File: src/rtl/peak_event_fifo.sv
// Peak event qualifier (width + refractory filters, wrapped interval) feeding a show-ahead FIFO.
// Optional running statistics ports are built when PEAK_FIFO_STATS_EN is defined.
module peak_event_fifo #(
  parameter int          DEPTH     = 8,
  parameter logic [13:0] MIN_GAP   = 14'd16,
  parameter logic [7:0]  MIN_WIDTH = 8'd2
) (
  input  logic               clk,
  input  logic               rst,
  input  logic               pk_valid,
  input  logic [15:0]        pk_amp,
  input  logic [13:0]        pk_idx,
  input  logic [7:0]         pk_width,
  output logic               out_valid,
  input  logic               out_ready,
  output logic [15:0]        out_amp,
  output logic [13:0]        out_idx,
  output logic [7:0]         out_width,
  output logic [13:0]        out_interval,
  output logic               out_first,
  output logic [6:0]         fill_level,
  output logic [7:0]         drop_count,
  output logic [7:0]         reject_count,
  output logic               ovf_sticky,
`ifdef PEAK_FIFO_STATS_EN
  output logic signed [15:0] max_amp,
  output logic [15:0]        accept_count,
  output logic [13:0]        mean_interval,
`endif
  input  logic               clr_ovf
);
  localparam int AW = $clog2(DEPTH);

  typedef struct packed {
    logic [15:0] amp;
    logic [13:0] idx;
    logic [7:0]  width;
    logic [13:0] interval;
    logic        first;
  } evt_t;

  // Stage 1: qualification
  logic [13:0] last_idx;
  logic        have_last;
  logic [13:0] gap;
  logic        reject, accept;
  logic        s1_valid;
  evt_t        s1_evt;

  assign gap    = pk_idx - last_idx;
  assign reject = (pk_width < MIN_WIDTH) || (have_last && (gap < MIN_GAP));
  assign accept = pk_valid && !reject;

  always_ff @(posedge clk) begin
    if (rst) begin
      last_idx     <= '0;
      have_last    <= 1'b0;
      s1_valid     <= 1'b0;
      s1_evt       <= '0;
      reject_count <= '0;
    end else begin
      s1_valid <= accept;
      if (accept) begin
        s1_evt.amp      <= pk_amp;
        s1_evt.idx      <= pk_idx;
        s1_evt.width    <= pk_width;
        s1_evt.interval <= have_last ? gap : 14'd0;
        s1_evt.first    <= !have_last;
        last_idx        <= pk_idx;
        have_last       <= 1'b1;
      end
      if (pk_valid && reject && reject_count != 8'hFF)
        reject_count <= reject_count + 8'd1;
    end
  end

  // Stage 2: FIFO with wrap-bit pointers
  evt_t        mem [DEPTH];
  logic [AW:0] wr_ptr, rd_ptr;
  logic        full, push, pop, drop;
  evt_t        head;

  assign full      = (wr_ptr[AW] != rd_ptr[AW]) && (wr_ptr[AW-1:0] == rd_ptr[AW-1:0]);
  assign out_valid = (fill_level != 7'd0);
  assign pop       = out_valid && out_ready;
  // A full FIFO still takes the write when the head leaves in the same cycle.
  assign push      = s1_valid && (!full || pop);
  assign drop      = s1_valid && !push;

  always_ff @(posedge clk) begin
    if (push) mem[wr_ptr[AW-1:0]] <= s1_evt;
  end

  always_ff @(posedge clk) begin
    if (rst) begin
      wr_ptr     <= '0;
      rd_ptr     <= '0;
      fill_level <= '0;
    end else begin
      if (push) wr_ptr <= wr_ptr + (AW+1)'(1);
      if (pop)  rd_ptr <= rd_ptr + (AW+1)'(1);
      case ({push, pop})
        2'b10:   fill_level <= fill_level + 7'd1;
        2'b01:   fill_level <= fill_level - 7'd1;
        default: fill_level <= fill_level;
      endcase
    end
  end

  // Clear beats a coincident drop.
  always_ff @(posedge clk) begin
    if (rst || clr_ovf) begin
      drop_count <= '0;
      ovf_sticky <= 1'b0;
    end else if (drop) begin
      ovf_sticky <= 1'b1;
      if (drop_count != 8'hFF) drop_count <= drop_count + 8'd1;
    end
  end

  // Outputs are forced to zero when empty so stale/unwritten storage never leaks out.
  assign head         = mem[rd_ptr[AW-1:0]];
  assign out_amp      = out_valid ? head.amp      : '0;
  assign out_idx      = out_valid ? head.idx      : '0;
  assign out_width    = out_valid ? head.width    : '0;
  assign out_interval = out_valid ? head.interval : '0;
  assign out_first    = out_valid ? head.first    : 1'b0;

`ifdef PEAK_FIFO_STATS_EN
  logic signed [14:0] mi_diff;
  assign mi_diff = $signed({1'b0, gap}) - $signed({1'b0, mean_interval});

  always_ff @(posedge clk) begin
    if (rst) begin
      max_amp       <= 16'sh8000;
      accept_count  <= '0;
      mean_interval <= '0;
    end else begin
      if (clr_ovf)
        max_amp <= 16'sh8000;
      else if (accept && ($signed(pk_amp) > max_amp))
        max_amp <= $signed(pk_amp);
      if (accept) accept_count <= accept_count + 16'd1;
      if (accept && have_last)
        mean_interval <= mean_interval + 14'(mi_diff >>> 3);
    end
  end
`endif

endmodule

File: config.mk
export PLATFORM = sky130hd
export DESIGN_NAME = peak_event_fifo
export DESIGN_NICKNAME = d
export VERILOG_FILES = /design/src/rtl/peak_event_fifo.sv
export SDC_FILE = /design/constraint.sdc
export NUM_CORES = 1
export LEC_CHECK = 0
export ABC_AREA = 1
export CAP_MARGIN = 15
export CELL_PAD_IN_SITES_DETAIL_PLACEMENT = 1
export CELL_PAD_IN_SITES_GLOBAL_PLACEMENT = 1
export CORE_ASPECT_RATIO = 1.25
export CORE_MARGIN = 2
export CORE_UTILIZATION = 40
export CTS_BUF_LIST = sky130_fd_sc_hd__clkbuf_16
export DETAILED_ROUTE_END_ITERATION = 10
export PLACE_DENSITY = 0.78
export SKIP_CTS_REPAIR_TIMING = 1
export SLEW_MARGIN = 10
export SYNTH_ARGS = -nofsm -noshare
export SYNTH_HDL_FRONTEND = slang
export SYNTH_SLANG_ARGS = --single-unit
File: constraint.sdc
create_clock -name clk -period 5 [get_ports clk]
set_input_delay 0.5 -clock clk [delete_from_list [all_inputs] [get_ports clk]]
set_output_delay 0.5 -clock clk [all_outputs]
set_load 0.005 [all_outputs]
==> metrics.md <==
| Metric | Value |
|---|---|
| Pleak | 8.879 nW |
| FF-to-FF End | s1_evt[50] |
| CTS tree | built |
| Internal power component | 7.958 mW |
| Clock network latency to the later pin of the worst-skew pair | 600 ps |
| Peak VDD IR | 0.2561 mV |
| Via count | 15,200 |
| DP Area | 0.02304 mm² |
| IO Port Bufs | 120 |
| Top cell type's share of synthesized area | 60.02% |
| CP Data Required Time | 4500 ps |
| Area growth, synth to finish | 16.46% |
| WS Path Type | flop to output pin |
| Clk sinks | 514 |
| Worst clock skew | 17.68 ps |
| Worst Setup End Kind | output pin |
| Final Wtd Congestion | 0.8481 |
| Reg2reg path depth | 18 |
| Cell area power density | 457.1 mW/mm² |
| Iter 0 DRT Violations | 1,129 |
| Critical path endpoint | out_width[3] |
| Inserted Clock Buffers | 51 |
| Seq/Total Area, Yosys | 68.51% |
| Root Driver | clkbuf_16 |
| Initial antenna violation count | 0 |
| Routed Antenna Nets | 0 |
| Die extent in x | 210.0 µm |
| Final Hold Viols | 0 |
| Comb power frac | 22.4% |
| Worst-margin pin slew | 1060 ps |
| Core Region | 0.05257 mm² |
| Synth Flop Type | edfxtp_1 |
| Crit path launch type | flop |
| Syn Inst Count | 1,944 |
| First-pass GRT wire length | 91,020 µm |
| Slew Limit Fails | 0 |
| Minimum clock period | 4304 ps |
| Final Cycle Share | 86.08% |
| Clk buf depth | 3 |
| # IOs | 121 |
| Final setup violation count | 0 |
| Layout cells sized above 1 | 6.840% |
| Syn Area/Cell | 10.91 µm² |
| Syn nets | 2,011 |
| Number of flops mapped to enable cells by yosys | 424 |
| Crit-path max FO | 43 |
| DRC errors left | 0 |
| Initial core utilization | 40.35% |
| Total gr overflow | 0 |
| Ys Warns | 0 |
| Vias in the first global route | 16,500 |
| HP Class | flop to flop |
| Rel. slew slack | 29.35% |
| Worst-path clk slew | 50 ps |
| Reg area | 0.01454 mm² |
| Mapped cell area | 0.02121 mm² |
| Die H | 261.5 µm |
| Vias per cell | 5.532 |
| Layout Nets | 2,101 |
| Crit path arrival time | 3800 ps |
| Drt first pass iters | 5 |
| PnR Total Power | 11.29 mW |
| Post-route cell area | 0.02470 mm² |
| Placement row count | 94 |
| Synth Register Bits | 514 |
| Area leader, netlist | edfxtp_1 |
| Largest net degree at the start of global routing | 84 |
| Peak Freq | 0.2323 GHz |
| Die area | 0.05490 mm² |
| Psw | 3.335 mW |
| Unrepaired setup endpoints after global routing | false |
| Fillers | 5,634 |
| Multi-input logic area | 0.005823 mm² |
| Ys async rst share | 0% |
| Setup TNS | 0 ps |
| Seq pwr share | 43.8% |
| Sw frac | 29.53% |
| R2R setup slack | 1360 ps |
| FF-to-FF Start | s1_evt[23] |
| Routed wire length | 59,210 µm |
| Status | complete, no violations |
| Area contributors post-synth | edfxtp_1, dfxtp_1, nor2_1, o21ai_0, nand2_1 |
| Diodes inserted | 0 |
| Library cells used by synthesis | 41 |
| WHS Path Cells | 1 |
| Post-DP HPWL | 34,690 µm |
| Avg WL per Cell | 21.55 µm |
| Max Cap Viol | 0 |
| Total track usage | 21.57% |
| H-Tree Depth | 2 |
| Clock group share of total power | 33.8% |
worst min-delay path by stage:
| stage | startpoint | end | slack, ps |
|---|---|---|---|
| 6_report | fill_level[0] | fill_level[0] | 480 |
| 5_1_grt | pk_amp[6] | s1_evt[43] | 500 |
| 4_1_cts | pk_amp[6] | s1_evt[43] | 460 |
| 3_5_place_dp | fill_level[0] | fill_level[0] | 460 |
| 3_3_place_gp | ovf_sticky | ovf_sticky | 460 |
| 2_1_floorplan | wr_ptr[3] | wr_ptr[3] | 440 |
through the flow:
stage	setup WS, ps	util, %	hold slack [ps]	instances
after global routing	598.8	46.99	496.1	2748
after CTS	701.1	46.99	455.8	2748
after detailed placement	876.9	43.82	464.3	2653
after floorplan	1054	-	443.2	1944
after global placement	1080	43.82	457.1	2653
final	696.0	46.99	477.2	2748
cell families after synthesis:
family / synth area share [%]
flops: 68.51
xor+xnor: 0.6606
fa+ha+maj: 1.486
simple gates: 13.52
buf+inv: 4.353
compound gates: 11.46
sequential cells by signal (all words and copies together), names as in the netlist, named ones only:
register and flops:
drop_count 8, fill_level 7, have_last 1, mem 424, ovf_sticky 1, rd_ptr 4, reject_count 8, s1_evt 53
s1_valid 1, wr_ptr 4
critical path: stages (launching register included):
cell             delay [ps]
dfxtp_4                 490
inv_2                   790
buf_4                   400
o21ai_0                 180
o22ai_1                 160
o21ai_0                 110
a31oi_1                 420
clkdlybuf4s50_1         590
layout make-up:
| class | instances | area share (%) |
|---|---|---|
| clock buffer | 56 | 5.673 |
| clock inverter | 39 | 1.079 |
| inverter | 112 | 1.717 |
| multi-input combinational | 1211 | 23.57 |
| sequential | 514 | 58.86 |
| tap | 672 | 3.404 |
| timing repair buffer | 144 | 5.693 |
cell usage in the layout, fill, tap and decap left out, types with 6 or more instances in the layout:
| cell | synthesis | layout |
|---|---|---|
| nand4_1 | 13 | 13 |
| clkinv_1 | 2 | 8 |
| clkinv_2 | 0 | 11 |
| inv_1 | 108 | 115 |
| a31oi_1 | 55 | 55 |
| ha_1 | 22 | 22 |
| a21oi_2 | 6 | 6 |
| buf_4 | 1 | 22 |
| nand2_2 | 9 | 9 |
| dfxtp_1 | 90 | 88 |
| nor3_1 | 7 | 7 |
| clkdlybuf4s50_1 | 0 | 120 |
| a21oi_1 | 42 | 42 |
| clkbuf_16 | 0 | 56 |
| inv_2 | 2 | 6 |
| nor2_4 | 0 | 8 |
| edfxtp_1 | 424 | 424 |
| nand2_1 | 202 | 202 |
| o22ai_1 | 53 | 53 |
| nor2_1 | 438 | 430 |
| xor2_1 | 13 | 13 |
| o21ai_0 | 287 | 287 |
| nand3_1 | 37 | 37 |
Yosys cell counts (7+ instances only):
cell type  instances
a21oi_1           42
o22ai_1           53
nand4_1           13
edfxtp_1         424
o21ai_0          287
nand2_2            9
clkbuf_1          87
nor3_1             7
a31oi_1           55
buf_6              9
inv_1            108
dfxtp_1           90
nand3_1           37
nand2_1          202
xor2_1            13
ha_1              22
nor2_1           438
metal layers:
metal | routed length [µm] | part of all wire [%] | track usage, %
met2 | 30320 | 51 | 39.05
met3 | 2751 | 4.6 | 3.382
met4 | 2051 | 3.5 | 9.259
met5 | 0 | 0 | 0
met1 | 24100 | 41 | 25.51
power groups by stage:
stage / registers, mW / clock network, mW / logic (mW)
detailed placement: 5.04 / 0 / 2.53
finish: 4.95 / 3.82 / 2.53
floorplan: 4.92 / 0 / 1.37
global route: 4.97 / 4.02 / 2.78
CTS: 4.95 / 3.88 / 2.56
global placement: 5.02 / 0 / 2.42
Power figures use the tool's default switching activity.
